$ cat src/rtl/vga_pkg.sv
// Shared timing constants and counter types for the video pipeline.
// Defaults describe 800x600 with a 1056x628 total raster.
package vga_pkg;

  localparam int CNT_W = 11;

  localparam int HOR_PIXELS      = 800;
  localparam int HOR_FRONT_PORCH = 40;
  localparam int HOR_SYNC        = 128;
  localparam int HOR_BACK_PORCH  = 88;
  localparam int HOR_TOTAL       = HOR_PIXELS + HOR_FRONT_PORCH
                                 + HOR_SYNC + HOR_BACK_PORCH;
  localparam int HOR_SYNC_START  = HOR_PIXELS + HOR_FRONT_PORCH;
  localparam int HOR_SYNC_END    = HOR_SYNC_START + HOR_SYNC;

  localparam int VER_PIXELS      = 600;
  localparam int VER_FRONT_PORCH = 1;
  localparam int VER_SYNC        = 4;
  localparam int VER_BACK_PORCH  = 23;
  localparam int VER_TOTAL       = VER_PIXELS + VER_FRONT_PORCH
                                 + VER_SYNC + VER_BACK_PORCH;
  localparam int VER_SYNC_START  = VER_PIXELS + VER_FRONT_PORCH;
  localparam int VER_SYNC_END    = VER_SYNC_START + VER_SYNC;

  typedef logic [CNT_W-1:0] cnt_t;

endpackage

$ cat src/rtl/vga_if.sv
// Timing stream between video pipeline stages: raster counts,
// sync/blank strobes and pixel colour.
interface vga_if;
  import vga_pkg::*;

  cnt_t        vcount;
  logic        vsync;
  logic        vblnk;
  cnt_t        hcount;
  logic        hsync;
  logic        hblnk;
  logic [11:0] rgb;

  modport master (
    output vcount, vsync, vblnk,
    output hcount, hsync, hblnk, rgb
  );

  modport slave (
    input vcount, vsync, vblnk,
    input hcount, hsync, hblnk, rgb
  );

endinterface

$ cat src/rtl/vga_axis_counter.sv
// Modulo-TOTAL counter with enable; blank/sync decoded from the next count
// and registered so they line up with count. Ports: clk, rst, en, count,
// last (count at TOTAL-1), blnk, sync.
module vga_axis_counter
  import vga_pkg::*;
#(
  parameter int   TOTAL      = HOR_TOTAL,
  parameter int   BLNK_START = HOR_PIXELS,
  parameter int   SYNC_START = HOR_SYNC_START,
  parameter int   SYNC_END   = HOR_SYNC_END,
  parameter logic SYNC_POL   = 1'b1
) (
  input  logic clk,
  input  logic rst,
  input  logic en,
  output cnt_t count,
  output logic last,
  output logic blnk,
  output logic sync
);

  localparam int XW = CNT_W + 1;

  cnt_t          nxt;
  logic [XW-1:0] nxt_x;
  logic          nxt_in_sync;

  assign last  = (count == cnt_t'(TOTAL - 1));
  assign nxt   = last ? '0 : count + cnt_t'(1);
  // one extra bit so an end bound of 2048 still compares correctly
  assign nxt_x = {1'b0, nxt};

  assign nxt_in_sync = (nxt_x >= XW'(SYNC_START))
                    && (nxt_x <  XW'(SYNC_END));

  always_ff @(posedge clk) begin
    if (rst) begin
      count <= '0;
      blnk  <= 1'b0;
      sync  <= ~SYNC_POL;
    end else if (en) begin
      count <= nxt;
      blnk  <= (nxt_x >= XW'(BLNK_START));
      sync  <= nxt_in_sync ? SYNC_POL : ~SYNC_POL;
    end
  end

endmodule

$ cat src/rtl/vga_timing_gen.sv
// Raster timing source: drives hcount/vcount, sync/blank strobes and a
// zero rgb onto the out stream, plus frame_start at pixel (0,0).
module vga_timing_gen #(
  parameter int   HOR_PIXELS      = vga_pkg::HOR_PIXELS,
  parameter int   HOR_FRONT_PORCH = vga_pkg::HOR_FRONT_PORCH,
  parameter int   HOR_SYNC        = vga_pkg::HOR_SYNC,
  parameter int   HOR_BACK_PORCH  = vga_pkg::HOR_BACK_PORCH,
  parameter int   VER_PIXELS      = vga_pkg::VER_PIXELS,
  parameter int   VER_FRONT_PORCH = vga_pkg::VER_FRONT_PORCH,
  parameter int   VER_SYNC        = vga_pkg::VER_SYNC,
  parameter int   VER_BACK_PORCH  = vga_pkg::VER_BACK_PORCH,
  parameter logic SYNC_POL        = 1'b1
) (
  input  logic     clk,
  input  logic     rst,
  input  logic     en,
  vga_if.master    out,
  output logic     frame_start
);
  import vga_pkg::*;

  localparam int H_TOTAL = HOR_PIXELS + HOR_FRONT_PORCH
                         + HOR_SYNC + HOR_BACK_PORCH;
  localparam int V_TOTAL = VER_PIXELS + VER_FRONT_PORCH
                         + VER_SYNC + VER_BACK_PORCH;
  localparam int H_SS = HOR_PIXELS + HOR_FRONT_PORCH;
  localparam int H_SE = H_SS + HOR_SYNC;
  localparam int V_SS = VER_PIXELS + VER_FRONT_PORCH;
  localparam int V_SE = V_SS + VER_SYNC;

  if (H_TOTAL > 2048 || V_TOTAL > 2048) begin : g_range_chk
    $error("vga_timing_gen: raster total exceeds 11-bit counters");
  end

  logic h_last;
  logic v_last;
  logic v_en;

  // vertical steps only on the edge where the line wraps
  assign v_en = en & h_last;

  vga_axis_counter #(
    .TOTAL      (H_TOTAL),
    .BLNK_START (HOR_PIXELS),
    .SYNC_START (H_SS),
    .SYNC_END   (H_SE),
    .SYNC_POL   (SYNC_POL)
  ) u_hor (
    .clk   (clk),
    .rst   (rst),
    .en    (en),
    .count (out.hcount),
    .last  (h_last),
    .blnk  (out.hblnk),
    .sync  (out.hsync)
  );

  vga_axis_counter #(
    .TOTAL      (V_TOTAL),
    .BLNK_START (VER_PIXELS),
    .SYNC_START (V_SS),
    .SYNC_END   (V_SE),
    .SYNC_POL   (SYNC_POL)
  ) u_ver (
    .clk   (clk),
    .rst   (rst),
    .en    (v_en),
    .count (out.vcount),
    .last  (v_last),
    .blnk  (out.vblnk),
    .sync  (out.vsync)
  );

  // next position is (0,0) exactly when both axes sit at their last value
  always_ff @(posedge clk) begin
    if (rst) begin
      frame_start <= 1'b0;
    end else if (en) begin
      frame_start <= h_last & v_last;
    end
  end

  always_ff @(posedge clk) begin
    out.rgb <= '0;
  end

endmodule

$ cat src/flat_wrapper.sv
// flat-port wrapper written by rule: the top's interface ports become plain ports
module vga_timing_gen_flat import vga_pkg::*;
#(
  parameter int   HOR_PIXELS      = vga_pkg::HOR_PIXELS,
  parameter int   HOR_FRONT_PORCH = vga_pkg::HOR_FRONT_PORCH,
  parameter int   HOR_SYNC        = vga_pkg::HOR_SYNC,
  parameter int   HOR_BACK_PORCH  = vga_pkg::HOR_BACK_PORCH,
  parameter int   VER_PIXELS      = vga_pkg::VER_PIXELS,
  parameter int   VER_FRONT_PORCH = vga_pkg::VER_FRONT_PORCH,
  parameter int   VER_SYNC        = vga_pkg::VER_SYNC,
  parameter int   VER_BACK_PORCH  = vga_pkg::VER_BACK_PORCH,
  parameter logic SYNC_POL        = 1'b1
)
  (clk, rst, en, frame_start, out_vcount, out_vsync, out_vblnk, out_hcount, out_hsync, out_hblnk, out_rgb);
  vga_if out_i ();
  input  logic clk;
  input  logic rst;
  input  logic en;
  output logic frame_start;
  output wire logic [$bits(out_i.vcount)-1:0] out_vcount;
  output wire logic [$bits(out_i.vsync)-1:0] out_vsync;
  output wire logic [$bits(out_i.vblnk)-1:0] out_vblnk;
  output wire logic [$bits(out_i.hcount)-1:0] out_hcount;
  output wire logic [$bits(out_i.hsync)-1:0] out_hsync;
  output wire logic [$bits(out_i.hblnk)-1:0] out_hblnk;
  output wire logic [$bits(out_i.rgb)-1:0] out_rgb;
  assign out_vcount = out_i.vcount;
  assign out_vsync = out_i.vsync;
  assign out_vblnk = out_i.vblnk;
  assign out_hcount = out_i.hcount;
  assign out_hsync = out_i.hsync;
  assign out_hblnk = out_i.hblnk;
  assign out_rgb = out_i.rgb;
  vga_timing_gen #(.HOR_PIXELS(HOR_PIXELS), .HOR_FRONT_PORCH(HOR_FRONT_PORCH), .HOR_SYNC(HOR_SYNC), .HOR_BACK_PORCH(HOR_BACK_PORCH), .VER_PIXELS(VER_PIXELS), .VER_FRONT_PORCH(VER_FRONT_PORCH), .VER_SYNC(VER_SYNC), .VER_BACK_PORCH(VER_BACK_PORCH), .SYNC_POL(SYNC_POL)) u_core (.clk(clk), .rst(rst), .en(en), .out(out_i), .frame_start(frame_start));
endmodule
$ cat config.mk
export PLATFORM = sky130hd
export DESIGN_NAME = vga_timing_gen_flat
export DESIGN_NICKNAME = d
export VERILOG_FILES = /design/src/rtl/vga_pkg.sv /design/src/rtl/vga_if.sv /design/src/rtl/vga_axis_counter.sv /design/src/rtl/vga_timing_gen.sv /design/src/flat_wrapper.sv
export SDC_FILE = /design/constraint.sdc
export NUM_CORES = 1
export LEC_CHECK = 0
export ABC_AREA = 1
export CAP_MARGIN = 20
export CORE_ASPECT_RATIO = 1.4
export CORE_MARGIN = 2
export CORE_UTILIZATION = 54
export CTS_CLUSTER_DIAMETER = 40
export DETAILED_ROUTE_END_ITERATION = 10
export PLACE_DENSITY_LB_ADDON = 0.2
export RECOVER_POWER = 100
export SLEW_MARGIN = 20
export SYNTH_ARGS = -nofsm -noshare
export SYNTH_HDL_FRONTEND = slang
export SYNTH_SLANG_ARGS = --single-unit
export TNS_END_PERCENT = 20
$ cat constraint.sdc
create_clock -name clk -period 5.7 [get_ports clk]
set_clock_uncertainty 0.2 [all_clocks]
set_input_delay 1.14 -clock clk [delete_from_list [all_inputs] [get_ports clk]]
set_output_delay 1.14 -clock clk [all_outputs]
set_load 0.005 [all_outputs]
# ---- Word level (Yosys, flattened, before mapping)
# Cells that the tools add are included.
dict set report classes {
  n_shift 0
  n_div 0
  order_cmp 6
  eq_ne 2
  muxes 4
  multipliers 0
  reduce_logical 2
  n_addsub 2
  bitwise_logic 2
}
# cell n
set ops {}
lappend ops {{$ge 11x10->1 const B} 4}
lappend ops {{$add 11x1->11 const B} 2}
lappend ops {{$lt 11x10->1 const B} 2}
lappend ops {{$mux 11} 2}
lappend ops {{$eq 11x10->1 const B} 1}
lappend ops {{$eq 11x11->1 const B} 1}
lappend ops {{$and 1x1->1} 2}
lappend ops {{$logic_and 1x1->1} 2}
lappend ops {{$mux 1} 2}
dict set report totals {
  in_bits 3
  mem_bits_ro 0
  register_bits 27
  latch_bits 0
  memories 0
  ram_bits 0
  output_inout_bits 39
}

# ---- Logic depth before layout (Yosys ltp)
# Gate-level depths: netlist of run 1.
dict set report depth {
  word_depth 5
  ltp_mapped 13
  mapped_depth_nobuf 13
}

# ---- Modules after synthesis
# A second synthesis of run 1 with hierarchy kept.
dict set report unflattened {
  cells_unflattened 297
  area_unflattened_um2 1928.1
}
# mod area_per_inst_um2 instances seq_area_each_um2 cells_each
set by_module_without_submodules {}
lappend by_module_without_submodules {{vga_axis_counter at u_core.u_ver} 969.7 1 260.2 150}
lappend by_module_without_submodules {{vga_axis_counter at u_core.u_hor} 815.8 1 260.2 127}
lappend by_module_without_submodules {vga_timing_gen 142.6 1 20.0 20}

# ---- Least setup slack after synthesis of run 1
# OpenSTA, ideal clock, no wires.
dict set report synth_path {
  path_type {input to register}
  from {in en}
  to {reg u_core.u_ver.count[7]}
  cell_stages 5
  n_path_buf 1
  required_time_ns 5.381
  path_slack_ns 3.693
  setup_ns 0.119
  arrival_ns 1.688
  path_cell_list {nand4_1 inv_2 buf_4 o21ai_0 a21oi_1}
}
dict set report synth_between {
  elab_chain_len 1
}
# element line
set synth_rtl {}
lappend synth_rtl {{from (decl)} flat_wrapper.sv:18} ;# input logic en;
lappend synth_rtl {{$and 1x1->1} vga_timing_gen.sv:40} ;# assign v_en = en & h_last;
lappend synth_rtl {{to (signal assigned)} vga_axis_counter.sv:42} ;# count <= nxt;
lappend synth_rtl {{to (decl)} vga_axis_counter.sv:16} ;# output cnt_t count,
# No other way between the ends.
# A chain may end at the register's enable or synchronous reset.

# ---- Worst setup path in the final report of run 1
dict set report layout_path {
  from {in en}
  to {reg u_core.u_ver.blnk}
}
dict set report layout_between {
  elab_chain_len 1
}
# element line
set layout_rtl {}
lappend layout_rtl {{$and 1x1->1} vga_timing_gen.sv:40}
lappend layout_rtl {{to (signal assigned)} vga_axis_counter.sv:43} ;# blnk <= (nxt_x >= XW'(BLNK_START));
lappend layout_rtl {{to (decl)} vga_axis_counter.sv:18} ;# output logic blnk,
# No other way between the ends.

==> flow_metrics.env, run 1 <==
export IMPL_cts_sinks=27
export IMPL_multi_input_area_um2=1060
export IMPL_p_total_uw=339
export IMPL_portBuffers=29
export IMPL_top_level_ports=42
export IMPL_ys_ff_latch=27
export IMPL_final_cells=344
export IMPL_ys_flop_type="dfxtp_1"
export IMPL_grt_pass1_wl_mm=7.62
export IMPL_yosysMostFrequentCell="nand2_1"
export IMPL_areaGrowthSynthToFinish_pct=16.5
export IMPL_setup_tns_ps=0
export IMPL_yosysTopAreaCell="dfxtp_1"
export IMPL_dieWidth_um=53.3
export IMPL_cts_resized=0
export IMPL_clk_pin_slew_ps=80
export IMPL_power_density_nw_per_um2=158
export IMPL_dpl_hpwl_mm=3.42
export IMPL_fin_nets=311
export IMPL_async_flop_share_pct=0
export IMPL_hold_viol=0
export IMPL_yosysWarnings=0
export IMPL_fin_crit_sh_pct=52.3
export IMPL_cts_tree="yes"
export IMPL_synth_edff_count=0
export IMPL_fillers=322
export IMPL_cp_max_fo=15
export IMPL_grt_max_degree=18
export IMPL_cts_buffers=3
export IMPL_rows=25
export IMPL_cts_buffer_depth=2
export IMPL_outcome="completed"
export IMPL_regArea_um2=541
export IMPL_leakagePower_uw=0.00106
export IMPL_drive_above_1_share_pct=8.22
export IMPL_vias=1800
export IMPL_hold_ws_ps=274
export IMPL_postCtsHoldBufs=0
export IMPL_worst_pin_slew_ps=521
export IMPL_clock_latency_ps=270
export IMPL_antenna_found_initial=0
export IMPL_hold_class="register to register"
export IMPL_cp_data_required_time_ps=5660
export IMPL_first_pass_iters=4
export IMPL_htreeDepth=1
export IMPL_setup_violations=0
export IMPL_netlist_area_um2=1840
export IMPL_synth_top_cell_area_share_pct=29.4
export IMPL_die_area_um2=3900
export IMPL_setup_slack_ps=2720
export IMPL_path_class="input port to register"
export IMPL_arrival_ps=2940
export IMPL_peakVddDrop_v=0.000163
export IMPL_place_inst=340
export IMPL_synth_cells=278
export IMPL_routabilityCongestion=0.901
export IMPL_grt_usage_pct=25.6
export IMPL_endpoint_kind="register"
export IMPL_start_util_pct=55.5
export IMPL_antenna_diode_count=0
export IMPL_globalRoute_totalOverflow=0
export IMPL_fmax_mhz=336
export IMPL_design_core_area_um2=3320
export IMPL_wire_per_inst_um=12.8
export IMPL_drc=0
export IMPL_synth_distinct_cells=34
export IMPL_synthTopCellsByArea="dfxtp_1, nand2_1, inv_1, buf_4, nand3_1"
export IMPL_synthTopCellsByCount="nand2_1, inv_1, dfxtp_1, nor2_1, nand3_1"
export IMPL_finalMaxSlewViolations=0
export IMPL_slew_headroom_pct=65.1
export IMPL_drtIter0Drc=41
export IMPL_syn_area_per_cell_um2=6.62
export IMPL_place_ws_ps=2610
export IMPL_viasPerCell=5.23
export IMPL_die_h_um=73.1
export IMPL_routed_wl_mm=4.40
export IMPL_post_cts_buffers=0
export IMPL_min_period_ps=2980
export IMPL_cp_start_kind="input port"
export IMPL_drv_cap=0
export IMPL_rsz0062_at_grt="false"
export IMPL_grt_pass1_vias=1725
export IMPL_root_buffer="clkbuf_8"
export IMPL_ant_nets=0
export IMPL_ys_seq_area_share_pct=29.4
-- cell usage in the layout, fill, tap and decap left out, drive strengths merged --
| master | count |
|---|---|
| o211ai | 2 |
| o21bai | 1 |
| nand4 | 9 |
| xor2 | 7 |
| and2 | 1 |
| nor4 | 1 |
| o21a | 1 |
| a31oi | 1 |
| nand3b | 2 |
| nor2 | 29 |
| a211oi | 4 |
| dfxtp | 27 |
| conb | 12 |
| nand2 | 64 |
| clkinv | 1 |
| clkbuf | 4 |
| nor3 | 7 |
| nand3 | 22 |
| or2 | 1 |
| a21oi | 17 |
| inv | 40 |
| dlygate4sd3 | 29 |
| o21ai | 18 |
| xnor2 | 1 |
| ha | 3 |
-- flip-flops by register name (all words and copies together) (netlist names) --
register / cells
u_core.u_hor.count: 11
u_core.u_ver.count: 11
u_core.frame_start: 1
u_core.u_hor.blnk: 1
u_core.u_hor.sync: 1
u_core.u_ver.blnk: 1
u_core.u_ver.sync: 1
-- worst max-delay path, cell delays in order --
cell and delay (ps):
dlygate4sd3_1 830, nand4_1 290, inv_1 360, nand4_1 140, o21bai_1 140, inv_1 50
-- layer usage --
layer	GRT usage [%]	wire [um]	up-vias
li1	-	-	923
met1	29.5	1730	822
met2	47.1	2430	45
met3	2.25	157	10
met4	9.40	92	0
met5	0	0	-
-- metrics by stage --
stage | area, um^2 | utilization (%)
6_report | 2140 | 64.7
5_1_grt | 2140 | 64.7
4_1_cts | 2150 | 64.8
3_5_place_dp | 2100 | 63.4
3_3_place_gp | 2100 | 63.4
2_1_floorplan | 1880 | -
-- final timing paths --
path,from,to,slack (ps),cells past startpoint
max,en,u_core.u_ver.blnk,2720,6
min,u_core.frame_start,u_core.frame_start,270,2
max reg2reg,u_core.u_ver.count[0],u_core.u_ver.sync,3340,11
min reg2reg,u_core.frame_start,u_core.frame_start,270,2
-- layout make-up --
| class | instances | area share [%] |
|---|---|---|
| Tap cell | 40 | 2.33 |
| Clock buffer | 4 | 2.10 |
| Inverter | 41 | 7.18 |
| Multi-Input combinational cell | 203 | 49.6 |
| Sequential cell | 27 | 25.2 |
| Timing Repair Buffer | 29 | 13.5 |
-- power by group --
part	switching, uW	leakage [uW]	internal, uW	total, uW
combinational	20.4	0.000815	13.7	34.1
clock	55.6	0.0000228	49.9	106
sequential	6.09	0.000219	193	199
total	82.1	0.00106	257	339
-- cells by family after synthesis --
| logic type | after synthesis | synth area share [%] |
|---|---|---|
| buffers and inverters | 59 | 14.9 |
| other | 1 | 0.204 |
| DFF | 27 | 29.4 |
| AOI/OAI and AO/OA | 44 | 13.1 |
| adders and majority gates | 3 | 2.04 |
| and+or+nand+nor | 136 | 36.6 |
| xor gates and xnor gates | 8 | 3.81 |
Note: power is estimated with default switching activity, not from simulation.
==> run 2, diff against run 1 <==
--- a/config.mk
+++ b/config.mk
@@ -9,7 +9,7 @@
 export CAP_MARGIN = 20
 export CORE_ASPECT_RATIO = 1.4
 export CORE_MARGIN = 2
-export CORE_UTILIZATION = 54
+export CORE_UTILIZATION = 50
 export CTS_CLUSTER_DIAMETER = 40
 export DETAILED_ROUTE_END_ITERATION = 10
 export PLACE_DENSITY_LB_ADDON = 0.2
==> constraint.sdc (replaced) <==
create_clock -name clk -period 3 [get_ports clk]
set_clock_uncertainty 0.2 [all_clocks]
set_input_delay 0.6 -clock clk [delete_from_list [all_inputs] [get_ports clk]]
set_output_delay 0.6 -clock clk [all_outputs]
set_load 0.005 [all_outputs]
==> run 2 against run 1 <==
Against the previous run: critical path depth rose by 1; via count rose by 1.7%; combinational power rose by 98%; utilization fell by 4.3 points; power rose by 92%; wire length fell by 0.59%; first-iteration DRC count fell by 12%; register-to-register slack got worse by 2600 ps; clock-buffer cell count fell by 1; worst setup slack got worse by 2100 ps; sequential power rose by 90%; final cell count rose by 1.5%; critical endpoint is now u_core.u_hor.sync.
==> flow_metrics.env, run 2 (synthesis gave the netlist of run 1 again) <==
export IMPL_top_regs="u_core.u_hor.count: 11 flops, u_core.u_ver.count: 11 flops"
export IMPL_top_level_ports=42
export IMPL_design_core_area_um2=3580
export IMPL_clock_latency_ps=270
export IMPL_hold_depth=2
export IMPL_die_area_um2=4190
export IMPL_fmax_mhz=423
export IMPL_place_inst=345
export IMPL_cp_start_kind="input port"
export IMPL_grt_usage_pct=21.2
export IMPL_postCtsHoldBufs=0
export IMPL_start_util_pct=51.4
export IMPL_areaGrowthSynthToFinish_pct=17.4
export IMPL_layout_commonest_cell="nand2_1"
export IMPL_portBuffers=29
export IMPL_wire_per_inst_um=12.5
export IMPL_cts_tree="yes"
export IMPL_rr_worst_depth=11
export IMPL_layout_common_cells="nand2_1, inv_1, dlygate4sd3_1"
export IMPL_first_pass_iters=4
export IMPL_r2r_slack_ps=790
export IMPL_peakVddDrop_v=0.000338
export IMPL_ant_nets=0
export IMPL_post_route_util_pct=60.4
export IMPL_setup_violations=0
export IMPL_path_class="input port to register"
export IMPL_grt_pass1_vias=1693
export IMPL_power_internal_uw=487
export IMPL_worstHoldStart="u_core.frame_start"
export IMPL_fin_nets=314
export IMPL_routabilityCongestion=0.856
export IMPL_final_cells=349
export IMPL_hold_class="register to register"
export IMPL_drc=0
export IMPL_cp_max_fo=10
export IMPL_switching_power_uw=162
export IMPL_rsz0062_at_grt="false"
export IMPL_globalRoute_totalOverflow=0
export IMPL_cts_buffers=3
export IMPL_outcome="completed"
export IMPL_finalMaxSlewViolations=0
export IMPL_vias=1831
export IMPL_grt_met1_usage_pct=21.9
export IMPL_cts_resized=0
export IMPL_antenna_diode_count=0
export IMPL_pwr_share_seq_pct=58.1
export IMPL_grt_pass1_wl_mm=7.02
export IMPL_dpl_hpwl_mm=3.41
export IMPL_min_period_ps=2370
export IMPL_cp_data_required_time_ps=3010
export IMPL_comb_power_share_pct=10.4
export IMPL_use_met2_pct=40.6
export IMPL_clk_pin_slew_ps=90
export IMPL_fin_crit_sh_pct=78.9
export IMPL_arrival_ps=2380
export IMPL_power_density_nw_per_um2=301
export IMPL_antenna_found_initial=0
export IMPL_grt_util_met3_pct=1.70
export IMPL_min_to="u_core.frame_start"
export IMPL_htreeDepth=1
export IMPL_rows=26
export IMPL_r2r_end="u_core.u_ver.sync"
export IMPL_setup_tns_ps=0
export IMPL_swShare_pct=25.0
export IMPL_worstReg2RegStart="u_core.u_ver.count[0]"
export IMPL_hold_viol=0
export IMPL_cts_sinks=27
export IMPL_drtIter0Drc=36
export IMPL_leakagePower_uw=0.00107
export IMPL_root_buffer="clkbuf_8"
export IMPL_routed_wl_mm=4.38
export IMPL_clkPwrFrac_pct=31.5
export IMPL_grt_busiest_layer="met2"
export IMPL_cts_buffer_depth=2
export IMPL_die_h_um=75.8
export IMPL_drive_above_1_share_pct=8.47
export IMPL_endpoint_kind="register"
export IMPL_dieWidth_um=55.3
export IMPL_viasPerCell=5.25
export IMPL_drv_cap=0
export IMPL_post_cts_buffers=0
export IMPL_grt_max_degree=18
run 2: cell count changes in the layout (fill, tap and decap cells not counted):
cell | previous run | this run
buf_4 | 0 | 1
nor2_1 | 22 | 23
clkinv_2 | 0 | 1
nor2_2 | 4 | 3
clkbuf_1 | 1 | 2
run 2: layout make-up:
type,count,area [um^2]
Tap cell,42,52.6
Clock buffer,3,41.3
Sequential cell,27,541
Fill cell,370,1420
Clock inverter,1,5.00
Multi-Input combinational cell,203,1060
Inverter,41,154
Timing Repair Buffer,32,305
run 2: worst max path at each step:
stage | from | end | slack [ps] | cells past startpoint
after floorplan | u_core.u_ver.count[0] | u_core.u_ver.sync | 1040 | 11
after global placement | en | u_core.u_ver.blnk | 690 | 6
after detailed placement | en | u_core.u_ver.blnk | 620 | 6
after CTS | u_core.u_ver.count[0] | u_core.u_ver.sync | 770 | 11
after global routing | en | u_core.u_hor.sync | 440 | 7
final | en | u_core.u_hor.sync | 630 | 7
run 2: worst max-delay path: stages:
cell and delay, ps:
dlygate4sd3_1 690, clkbuf_1 290, inv_1 100, clkbuf_1 250, nor2_1 200, nand4_1 120, a21oi_1 120
run 2: through the flow:
| step | hold slack, ps | instance area, um^2 | power, uW | setup WS (ps) |
|---|---|---|---|---|
| final | 271 | 2160 | 650 | 634 |
| after floorplan | 262 | 1880 | 435 | 1040 |
| after detailed placement | 260 | 2130 | 457 | 617 |
| after global routing | 309 | 2160 | 677 | 443 |
| after global placement | 262 | 2130 | 457 | 688 |
| after CTS | 274 | 2170 | 664 | 775 |
run 2: power by group through the flow:
stage	combinational (uW)	clock (uW)	sequential (uW)
after global placement	70.6	0	386
after CTS	71.6	214	378
after global routing	75.1	222	380
after floorplan	50.4	0	385
final	67.4	205	378
after detailed placement	70.9	0	386
run 2: routing by layer:
metal / vias to the layer above / wire length (um)
met5: - / 0
met4: 0 / 206
met3: 18 / 154
met2: 48 / 2260
met1: 831 / 1750
li1: 934 / -
